File: src/rtl/rv32i_types.sv
// Shared RV32I pipeline types.
// Holds the branch-history counter encoding, the default BHT index width and
// the saturating-counter next-state helper used by the branch predictor.
package rv32i_types;

    typedef logic [31:0] rv32i_word;

    typedef enum logic [1:0] {
        SNT = 2'b00,
        WNT = 2'b01,
        WT  = 2'b10,
        ST  = 2'b11
    } bht_state_t;

    localparam int BP_IDX_BITS_DEFAULT = 6;

    // Two-bit saturating counter step: taken moves toward ST, not-taken toward SNT.
    function automatic bht_state_t bht_next(input bht_state_t cur, input logic taken);
        bht_state_t nxt;
        nxt = cur;
        case (cur)
            SNT: nxt = taken ? WNT : SNT;
            WNT: nxt = taken ? WT  : SNT;
            WT:  nxt = taken ? ST  : WNT;
            ST:  nxt = taken ? ST  : WT;
            default: nxt = WNT;
        endcase
        return nxt;
    endfunction

endpackage

File: src/rtl/bp_bht.sv
// Branch history table storage: 2**IDX_BITS two-bit counters.
// Ports:
//   clk, rst            clock and synchronous active-high reset (all entries -> WNT)
//   rd_idx / rd_state   combinational read port
//   wr_en, wr_idx,      synchronous write port; a same-cycle read of the written
//   wr_state            entry returns the old value
// Kept in flops rather than block RAM: the whole table must clear in one
// cycle and the read has to be zero-latency.
module bp_bht
    import rv32i_types::*;
#(
    parameter int IDX_BITS = BP_IDX_BITS_DEFAULT
) (
    input  logic                clk,
    input  logic                rst,
    input  logic [IDX_BITS-1:0] rd_idx,
    output bht_state_t          rd_state,
    input  logic                wr_en,
    input  logic [IDX_BITS-1:0] wr_idx,
    input  bht_state_t          wr_state
);

    localparam int DEPTH = 1 << IDX_BITS;

    bht_state_t        table_reg [DEPTH];
    logic [DEPTH-1:0]  wr_hit;

    // One-hot write decode.
    generate
        for (genvar gi = 0; gi < DEPTH; gi++) begin : g_hit
            assign wr_hit[gi] = wr_en && (wr_idx == IDX_BITS'(gi));
        end
    endgenerate

    always_ff @(posedge clk) begin
        for (int i = 0; i < DEPTH; i++) begin
            if (rst) begin
                table_reg[i] <= WNT;
            end else if (wr_hit[i]) begin
                table_reg[i] <= wr_state;
            end
        end
    end

    assign rd_state = table_reg[rd_idx];

endmodule

File: src/rtl/branch_predictor.sv
// Bimodal (2-bit counter) branch predictor with EX-stage mispredict detection.
// Ports:
//   clk, rst                    clock, synchronous active-high reset
//   if_pc -> pred_taken         fetch-stage lookup, combinational
//   ex_valid, ex_is_branch,     resolved branch from EX; updates the table
//   ex_pc, ex_br_en,            at the clock edge
//   ex_pred_taken, ex_target
//   flush, redirect_pc          mispredict squash and the correct next PC
//   stat_branches,              performance counters, only when the macro
//   stat_mispredicts            BP_STATS_EN is defined
// The table is untagged: PCs sharing bits [IDX_BITS+1:2] share one counter.
module branch_predictor
    import rv32i_types::*;
#(
    parameter int IDX_BITS = BP_IDX_BITS_DEFAULT
) (
    input  logic       clk,
    input  logic       rst,
    input  rv32i_word  if_pc,
    output logic       pred_taken,
    input  logic       ex_valid,
    input  logic       ex_is_branch,
    input  rv32i_word  ex_pc,
    input  logic       ex_br_en,
    input  logic       ex_pred_taken,
    input  rv32i_word  ex_target,
    output logic       flush,
    output rv32i_word  redirect_pc
`ifdef BP_STATS_EN
    ,
    output logic [31:0] stat_branches,
    output logic [31:0] stat_mispredicts
`endif
);

    logic [IDX_BITS-1:0] rd_idx;
    logic [IDX_BITS-1:0] wr_idx;
    bht_state_t          rd_state;
    bht_state_t          ex_state;
    bht_state_t          wr_state;
    logic                upd;

    assign rd_idx = if_pc[IDX_BITS+1:2];
    assign wr_idx = ex_pc[IDX_BITS+1:2];
    assign upd    = ex_valid && ex_is_branch;

    // Upper and byte-offset PC bits do not take part in indexing.
    logic unused_pc_bits;
    assign unused_pc_bits = ^{if_pc[31:IDX_BITS+2], if_pc[1:0]};

    // Second read of the table for the EX-side read-modify-write.
    bp_bht #(.IDX_BITS(IDX_BITS)) u_bht_ex (
        .clk      (clk),
        .rst      (rst),
        .rd_idx   (wr_idx),
        .rd_state (ex_state),
        .wr_en    (upd),
        .wr_idx   (wr_idx),
        .wr_state (wr_state)
    );

    // Fetch-side copy; written identically so both copies always agree.
    bp_bht #(.IDX_BITS(IDX_BITS)) u_bht_if (
        .clk      (clk),
        .rst      (rst),
        .rd_idx   (rd_idx),
        .rd_state (rd_state),
        .wr_en    (upd),
        .wr_idx   (wr_idx),
        .wr_state (wr_state)
    );

    assign wr_state = bht_next(ex_state, ex_br_en);

    assign pred_taken  = !rst && rd_state[1];
    assign flush       = !rst && upd && (ex_br_en != ex_pred_taken);
    assign redirect_pc = !flush   ? 32'd0 :
                         ex_br_en ? ex_target : (ex_pc + 32'd4);

`ifdef BP_STATS_EN
    logic [31:0] stat_branches_reg;
    logic [31:0] stat_mispredicts_reg;

    always_ff @(posedge clk) begin
        if (rst) begin
            stat_branches_reg    <= 32'd0;
            stat_mispredicts_reg <= 32'd0;
        end else begin
            if (upd) begin
                stat_branches_reg <= stat_branches_reg + 32'd1;
            end
            if (flush) begin
                stat_mispredicts_reg <= stat_mispredicts_reg + 32'd1;
            end
        end
    end

    assign stat_branches    = stat_branches_reg;
    assign stat_mispredicts = stat_mispredicts_reg;
`endif

endmodule

File: config.mk
export PLATFORM = sky130hd
export DESIGN_NAME = branch_predictor
export DESIGN_NICKNAME = d
export VERILOG_FILES = /design/src/rtl/rv32i_types.sv /design/src/rtl/bp_bht.sv /design/src/rtl/branch_predictor.sv
export SDC_FILE = /design/constraint.sdc
export NUM_CORES = 1
export LEC_CHECK = 0
export ABC_AREA = 0
export BUFFER_PORTS_ARGS = -buffer_cell sky130_fd_sc_hd__buf_4
export CAP_MARGIN = 20
export CORE_ASPECT_RATIO = 1.1
export CORE_MARGIN = 2
export CORE_UTILIZATION = 55
export CTS_BUF_LIST = sky130_fd_sc_hd__clkbuf_8
export DETAILED_ROUTE_END_ITERATION = 8
export PLACE_DENSITY = 0.79
export SLEW_MARGIN = 10
export SYNTH_ARGS = -nofsm -noshare
export SYNTH_HDL_FRONTEND = slang
export SYNTH_SLANG_ARGS = --single-unit
File: constraint.sdc
create_clock -name clk -period 4.85 [get_ports clk]
set_input_delay 0.97 -clock clk [delete_from_list [all_inputs] [get_ports clk]]
set_output_delay 0.97 -clock clk [all_outputs]
set_load 0.01 [all_outputs]
==> results of run 1 <==
-- cell families after synthesis --
kind of cell               Yosys count  share of synthesized area, %
AOI/OAI and AO/OA                  115                          9.79
xor gates and xnor gates            27                          2.93
buffers and inverters               87                          5.22
and+or+nand+nor                    275                          17.3
DFF                                128                          47.6
muxes                               65                          16.3
adders and majority gates            6                         0.883
-- stage by stage --
step,power [W],instance area (sq um)
2_1_floorplan,0.00154,8070
3_3_place_gp,0.00166,8870
3_5_place_dp,0.00168,8890
4_1_cts,0.00249,9230
5_1_grt,0.00257,9280
6_report,0.00250,9280
-- per-layer routing --
| metal | share of wire [%] | track usage [%] |
|---|---|---|
| met1 | 35 | 34.6 |
| met2 | 51 | 50.7 |
| met3 | 11 | 6.10 |
| met4 | 3.4 | 12.9 |
| met5 | 0 | 0 |
-- power by group through the flow --
| stage | clock, W | sequential (W) | combinational (W) |
|---|---|---|---|
| after global routing | 0.000879 | 0.00125 | 0.000446 |
| after detailed placement | 0 | 0.00127 | 0.000409 |
| final | 0.000833 | 0.00125 | 0.000420 |
| after CTS | 0.000832 | 0.00125 | 0.000411 |
| after global placement | 0 | 0.00127 | 0.000398 |
| after floorplan | 0 | 0.00126 | 0.000278 |
-- worst max-delay path, cell delays in order --
cell and delay [ps]:
buf_4 330, mux4_2 600, mux4_2 510, mux4_2 520
nor2b_1 150, buf_4 150
-- layout make-up --
class,instances,area (sq um),share of cell area [%]
Inverter,4,15.0,0.162
Tap cell,192,240,2.59
Multi-Input combinational cell,488,3810,41.1
Clock inverter,13,109,1.17
Sequential cell,128,3840,41.4
Clock buffer,17,234,2.52
Timing Repair Buffer,127,1030,11.1
-- layout by cell type (no fill, tap or decap), drive strengths merged --
master | synthesis | routed
nand2b | 3 | 3
inv | 4 | 8
mux2i | 12 | 12
nor4 | 48 | 48
a21o | 3 | 3
nand3b | 1 | 1
nand2 | 37 | 37
mux4 | 53 | 53
buf | 32 | 127
xor2 | 11 | 11
clkinv | 0 | 7
or4 | 1 | 1
o21ai | 5 | 5
or3 | 4 | 4
a21oi | 23 | 23
a22oi | 16 | 16
edfxtp | 128 | 128
clkbuf | 51 | 17
and2 | 3 | 3
and3 | 10 | 10
xnor2 | 16 | 16
nor2b | 3 | 3
nor2 | 61 | 61
ha | 4 | 4
o21bai | 61 | 61
a31oi | 2 | 2
nand3 | 54 | 54
a211oi | 5 | 5
maj3 | 2 | 2
bufinv | 0 | 2
nor3 | 21 | 21
nand4 | 25 | 25
or2 | 4 | 4
-- final timing paths --
check / to / slack (ps)
worst max-delay path: pred_taken / 640
worst min-delay path: u_bht_if.table_reg[48][0] / 890
worst max register to register: u_bht_if.table_reg[54][0] / 1850
worst min register to register: u_bht_ex.table_reg[55][0] / 1660
==> metrics, run 1 <==
outcome=completed; Flop pwr share=49.9%; Setup Crit Path Kind=in2out; Yosys top cell area share=47.6%; worst clock skew=9.87 ps; CP Launch Point=if_pc[2]; Buffers on Ports=roughly 110; final hold viol count=0; Max IR drop VDD=between 0.15 and 0.2 mV; GRT overflow=0; first-pass GRT wire length=34.1 mm; Syn Area/Cell=11.5 sq um; Async S/R FF share, synth=0%; worst r2r src=u_bht_if.table_reg[15][1]; flops & latches, synth=around 130; Max-Cap Viols=0; DR WL/cell=23.2 um; Fmax=238 MHz; synthesized cell area=approximately 8000 sq um; count of non-filler cells in the finished layout=969; Critical Path End Type=primary output; gpl congestion=a little under 0.9; leakage=a little under 3 nW; Slew headroom=21.3%; # rows=46; Post-Syn Instances=703; sw frac=26.4%; area grow syn2layout=15.0%; synth top area cells=edfxtp_1 (48%), mux4_2 (15%), o21bai_1 (5.7%); antenna viol nets, final=0; synth unique cells=37; DRT iter0 DRCs=about 720; Combinational Power Share=16.8%; Critical Path Fanout Max=16; core area=~14000 sq um; Hold Path Origin=rst; routed wire length=between 20 and 25 mm; synth cell count leaders=edfxtp_1 (128), nor2_1 (61), o21bai_1 (61), nand3_1 (54), mux4_2 (53); post_cts resized=0; Top Ports=136; Largest register FFs=126; crit path time final=4210 ps; H-Tree Level Count=4; most frequent cell after synthesis=edfxtp_1; final worst slack=642 ps; switching pwr=around 0.00066 W; post-synth top area cell=edfxtp_1; top_reg_cell synth=edfxtp_1; synth warn=0; ant diodes=0; Die Y=131 um; CTS tree=yes; Post-Place Worst Slack=about 620 ps; clock share of power=about a third; Setup Fix Bufs, Post-CTS=0; post-detail-place hpwl=15.4 mm; via count=6560; Clock Tree Root=clkbuf_8; CP arrival=3240 ps; setup TNS=0 ps; CP required=3880 ps; Power per Cell Area=approximately 270 nW/um^2; Die Area=15700 sq um; Syn Nets=809; worst r2r path cells=7; Clock Tree Buf Depth=2; DRC Markers=0; sequential element share of the synthesized area=47.6%; share of layout cells above drive strength 1=between 20% and 30%; vias in the first global route=6238; worst-margin pin slew=1180 ps; Initial Utilization=56.1%; Worst-Skew Late Latency=approximately 440 ps; unrepaired setup endpoints after global routing=false; EDFF count, synth=128; startpoint types=input port; antenna violations before repair=0; max-slew violation count=0; Final Cycle Share=86.8%; Final setup viols=0; number of vias per cell=6.77; Clock transition at path regs=70 ps; TritonCTS Sinks=128; TritonRoute pass-1 iters=6; worst hold margin=894 ps; Placed Cells=roughly 940; Final #Nets=a little under 900; GR Util All Layers=about 29%; min-delay worst type=in2reg; Final Util=64.5%; Horiz. Die Dim=120 um; Hold Buf Count CTS=0; largest net degree at the start of global routing=roughly 130; Filler cells=1137; total CTS buffers=17; P_int=0.00184 W; WHS Path Cells=2
(Power assumes the default switching activity.)
==> run 2: changes to the inputs <==
PLACE_DENSITY = 0.76   (was 0.79)
SYNTH_HIERARCHICAL = 1   (was default)
==> run 2 against run 1 <==
- sequential cell count rose by 64
- synthesized cell count rose by 40%
- clock power is 20% higher
- final area rose by 33%
- largest power group unchanged
- critical endpoint is now redirect_pc[18]
- critical path type unchanged
- sequential power up 50%
==> metrics, run 2 <==
slowest stage cell, crit path=buf_4; Syn Nets=1089 (+35%); Slew headroom=23.0% (+1.7 points); Max-Cap Viols=0 (unchanged); gpl congestion=0.832 (-6.4%); Critical Path Fanout Max=54 (+38); startpoint types=input port; Clock Tree Root=clkbuf_8; CP required=3880 ps (about the same); Die Area=21100 sq um (+34%); area grow syn2layout=13.0%; # rows=54 (+17%); Top Ports=136 (unchanged); synth warn=6 (+6); routed wire length=28.9 mm (+29%); DRC Markers=0 (unchanged); min-delay worst type=in2reg; Clock Tree Buf Depth=2 (unchanged); max-slew violation count=0 (unchanged); H-Tree Level Count=4 (unchanged); reg-to-reg slack, setup=1710 ps (-140 ps); leakage=4.74 nW (+60%); Setup Crit Path Kind=in2out; setup TNS=0 ps (unchanged); Clock transition at path regs=100 ps (+30 ps); Power per Cell Area=268 nW/um^2 (-0.59%); overall power=0.00331 W (+33%); Syn Area/Cell=11.1 sq um (-3.3%); TritonRoute pass-1 iters=7 (+1); WHS Path Cells=4 (+2); FF-to-FF End=u_bht_if/table_reg[55][1]; final hold viol count=0 (unchanged); worst r2r path cells=10 (+3); Final Util=63.0% (-1.5 points); Fmax=238 MHz (+0.17%); GR Util All Layers=27.8% (-1.1 points); Worst-Skew Late Latency=470 ps (+30 ps); Largest register FFs=128 (+1.6%); synthesized cell area=11000 sq um (+36%); CTS tree=yes; Final Cycle Share=86.6% (-0.15 points); CP arrival=3230 ps (about the same); total CTS buffers=17 (unchanged); antenna violations before repair=0 (unchanged); Buffers on Ports=109 (unchanged); core area=19700 sq um (+37%); number of vias per cell=6.32 (-6.7%); Horiz. Die Dim=139 um (+16%); leading cell type in the layout, fill and taps excluded=edfxtp_1; most frequent cells in the layout=edfxtp_1 (192), nor2_1 (173), buf_4 (139); Setup Fix Bufs, Post-CTS=0 (unchanged); DRT iter0 DRCs=1054 (+46%); via count=8421 (+28%); CP Cell Sequence=buf_4 -> ha_1 -> nand2_1 -> nor4_4 -> nand3_1 -> xor2_1 -> a21oi_1 -> buf_4; Final #Nets=1171 (+34%); outcome=completed; vias in the first global route=8401 (+35%); TritonCTS Sinks=192 (+50%); antenna viol nets, final=0 (unchanged); post-detail-place hpwl=19.9 mm (+29%); Max IR drop VDD=0.228 mV (+27%); Critical Path End Type=primary output; Die Y=152 um (+16%); Initial Utilization=55.7% (-0.40 points); count of non-filler cells in the finished layout=1333 (+38%); DR WL/cell=21.7 um (-6.5%); worst-margin pin slew=1150 ps (-29.3 ps); max incr delay on CP=530 ps (-70 ps); first-pass GRT wire length=45.4 mm (+33%); Hold Buf Count CTS=0 (unchanged); Final setup viols=0 (unchanged); crit path time final=4200 ps (-7.25 ps); unrepaired setup endpoints after global routing=false; Hold Path End=u_bht_ex/table_reg[24][0]; worst clock skew=12.7 ps (+2.79 ps); Hold Path Origin=ex_pc[7]; ant diodes=0 (unchanged); Filler cells=1544 (+36%); Post-Syn Instances=986 (+40%); worst r2r src=u_bht_ex/table_reg[39][0]; CP most frequent cell=buf_4; GRT overflow=0 (unchanged); Placed Cells=1300 (+39%); largest net degree at the start of global routing=85 (-35%); post_cts resized=0 (unchanged); share of layout cells above drive strength 1=20.2% (-7.4 points)
-- run 2: layer usage --
layer | global-route usage (%) | wire length (um) | vias up
met1 | 35.5 | 11200 | 4135
met5 | 0 | 0 | -
li1 | - | - | 3784
met2 | 47.6 | 14700 | 424
met3 | 4.98 | 2070 | 78
met4 | 10.5 | 940 | 0
-- run 2: how the worst max path moves through the flow --
stage	slack [ps]	cells after the start	start	endpoint
6_report	650	8	ex_pc[2]	redirect_pc[18]
5_1_grt	450	8	ex_pc[2]	redirect_pc[30]
4_1_cts	660	8	ex_pc[2]	redirect_pc[30]
3_5_place_dp	630	12	ex_pc[3]	u_bht_if/table_reg[55][1]
3_3_place_gp	660	12	ex_pc[3]	u_bht_if/table_reg[63][1]
2_1_floorplan	840	10	ex_pc[2]	u_bht_ex/table_reg[16][0]
-- run 2: area by class of cell --
class | instances | area [sq um] | share of cell area, %
clock buffers | 17 | 234 | 1.89
clock inverters | 15 | 138 | 1.11
inverters | 10 | 37.5 | 0.303
multi-input cells | 703 | 4760 | 38.5
flip-flops and latches | 192 | 5770 | 46.6
well taps | 252 | 315 | 2.55
repair buffers | 144 | 1130 | 9.11
-- run 2: per-stage QoR --
| step | instance area (sq um) | hold WS (ps) | setup WS [ps] |
|---|---|---|---|
| after CTS | 12400 | 1160 | 663 |
| after floorplan | 11000 | 1220 | 841 |
| after global routing | 12400 | 1200 | 447 |
| final | 12400 | 1200 | 649 |
| after detailed placement | 12000 | 1610 | 631 |
| after global placement | 12000 | 1590 | 660 |
-- run 2: worst max-delay path, delay by kind of cell --
family          cells  cell delay (ps)
xor+xnor            1              180
compound gates      1              150
fa+ha+maj           1              320
simple gates        3              910
buf+inv             2              670
-- run 2: report_power, final --
group          internal (W)  leakage (nW)  switching, W
combinational      0.000180          2.75      0.000251
sequential          0.00186          1.80     0.0000142
clock              0.000414         0.189      0.000589
total               0.00246          4.74      0.000855
==> run 3: changes to the inputs <==
CORE_MARGIN = 10   (was 2)
PLACE_DENSITY = 0.75   (was 0.76)
==> run 3 against run 2 <==
- critical path depth down 1
- critical path type unchanged
- global-route usage down 4.9 points
- fmax up 2.2%
- sequential cell count unchanged
- clock-buffer cell count unchanged
- combinational power about the same
- largest power group unchanged
- power down 1.1%
- clock power about the same
- clock skew up 6.9 ps
- utilization down 0.65 points
==> metrics, run 3 (synthesized netlist as in run 2, its figures left out) <==
Clock Tree Root=clkbuf_8; final worst slack=738 ps (+88.7 ps); Top Ports=136 (unchanged); Final Cycle Share=84.8% (-1.8 points); total CTS buffers=17 (unchanged); overall power=0.00328 W (-1.1%); vias in the first global route=8237 (-2.0%); max-slew violation count=0 (unchanged); setup TNS=0 ps (unchanged); final hold viol count=0 (unchanged); Hold Buf Count CTS=0 (unchanged); Worst-Skew Late Latency=460 ps (about the same); first-pass GRT wire length=46.6 mm (+2.6%); Largest register FFs=128 (unchanged); routed wire length=30.4 mm (+5.2%); largest net degree at the start of global routing=74 (-13%); Horiz. Die Dim=155 um (+12%); GRT overflow=0 (unchanged); number of vias per cell=6.27 (-0.78%); CP Cell Sequence=buf_4 -> nand3_1 -> nor4_4 -> nand4_1 -> xor2_1 -> a21oi_1 -> buf_4; Final setup viols=0 (unchanged); TritonRoute pass-1 iters=5 (-2); Post-Place Worst Slack=640 ps (+9.01 ps); Setup Fix Bufs, Post-CTS=0 (unchanged); worst clock skew=19.6 ps (+6.89 ps); unrepaired setup endpoints after global routing=false; slowest stage cell, crit path=nor4_4; Max IR drop VDD=0.184 mV (-19%); gpl congestion=0.850 (+2.2%); startpoint types=input port; # rows=54 (unchanged); post-detail-place hpwl=20.9 mm (+5.1%); CP required=3880 ps (about the same); Critical Path Fanout Max=53 (-1.9%); most frequent cells in the layout=edfxtp_1 (192), nor2_1 (173), buf_4 (139); Filler cells=1604 (+3.9%); Buffers on Ports=109 (unchanged); antenna violations before repair=1 (+1); Slew headroom=32.6% (+9.7 points); min-delay worst type=in2reg; Max-Cap Viols=0 (unchanged); Placed Cells=1296 (-0.31%); DR WL/cell=22.9 um (+5.4%); antenna viol nets, final=0 (unchanged); Clock Tree Buf Depth=2 (unchanged); CTS tree=yes; Die Y=168 um (+11%); core area=19700 sq um (+0.34%); via count=8343 (-0.93%); Die Area=26000 sq um (+23%); ant diodes=0 (unchanged); leading cell type in the layout, fill and taps excluded=edfxtp_1; Fmax=243 MHz (+2.2%); H-Tree Level Count=4 (unchanged); max incr delay on CP=540 ps (about the same); Setup Crit Path Kind=in2out; Power per Cell Area=266 nW/um^2 (-0.46%); DRC Markers=0 (unchanged); outcome=completed; share of layout cells above drive strength 1=19.8% (-0.33 points); Critical Path End Type=primary output; crit path time final=4110 ps (-88.7 ps); DRT iter0 DRCs=1049 (-0.47%); CP arrival=3140 ps (-90 ps); worst-margin pin slew=1000 ps (-144 ps); post_cts resized=0 (unchanged); Initial Utilization=55.5% (-0.19 points); Final #Nets=1170 (-0.085%); leakage=4.70 nW (-0.75%); count of non-filler cells in the finished layout=1331 (-0.15%); CP most frequent cell=buf_4; area grow syn2layout=12.3%; worst hold margin=1210 ps (+8.42 ps); Clock transition at path regs=100 ps (about the same); GR Util All Layers=22.9% (-4.9 points); TritonCTS Sinks=192 (unchanged)
-- run 3: path summary, 6_finish.rpt --
kind,from,to,slack (ps),cells past startpoint
worst max-delay path,ex_pc[4],redirect_pc[31],740,7
worst min register to register,u_bht_ex/table_reg[4][1],u_bht_ex/table_reg[55][0],1640,8
worst min-delay path,ex_pc[7],u_bht_ex/table_reg[28][0],1210,4
worst max register to register,u_bht_ex/table_reg[35][0],u_bht_if/table_reg[54][1],1730,10
-- run 3: per-layer routing --
| layer | GRT usage, % | wire [um] | up-vias |
|---|---|---|---|
| met5 | 0 | 0 | - |
| met4 | 6.78 | 589 | 0 |
| met3 | 3.77 | 2230 | 54 |
| met2 | 40.5 | 16300 | 382 |
| met1 | 28.2 | 11400 | 4126 |
| li1 | - | - | 3781 |
-- run 3: cell type report --
cell class	count	area (sq um)	area share (%)
Sequential cell	192	5770	46.9
Multi-Input combinational cell	703	4760	38.7
Timing Repair Buffer	143	1060	8.65
Tap cell	252	315	2.56
Clock buffer	17	234	1.90
Clock inverter	14	118	0.956
Inverter	10	37.5	0.305
-- run 3: critical path: cells and delay by family --
family	cells	cell delay (ps)
AO/OA/AOI/OAI	1	150
XOR/XNOR	1	200
buffers and inverters	2	660
AND/OR/NAND/NOR	3	1130
-- run 3: metrics by stage --
| stage | util, % | cell area (sq um) |
|---|---|---|
| 5_1_grt | 62.3 | 12300 |
| 3_3_place_gp | 60.5 | 11900 |
| 4_1_cts | 62.2 | 12300 |
| 2_1_floorplan | - | 11000 |
| 3_5_place_dp | 60.5 | 11900 |
| 6_report | 62.3 | 12300 |
-- run 3: power by group --
part / total (W) / switching, W / internal, W / leakage [nW]
Combinational: 0.000431 / 0.000252 / 0.000179 / 2.72
Clock: 0.000966 / 0.000563 / 0.000403 / 0.186
Sequential: 0.00188 / 0.0000145 / 0.00186 / 1.80
Total: 0.00328 / 0.000829 / 0.00245 / 4.70
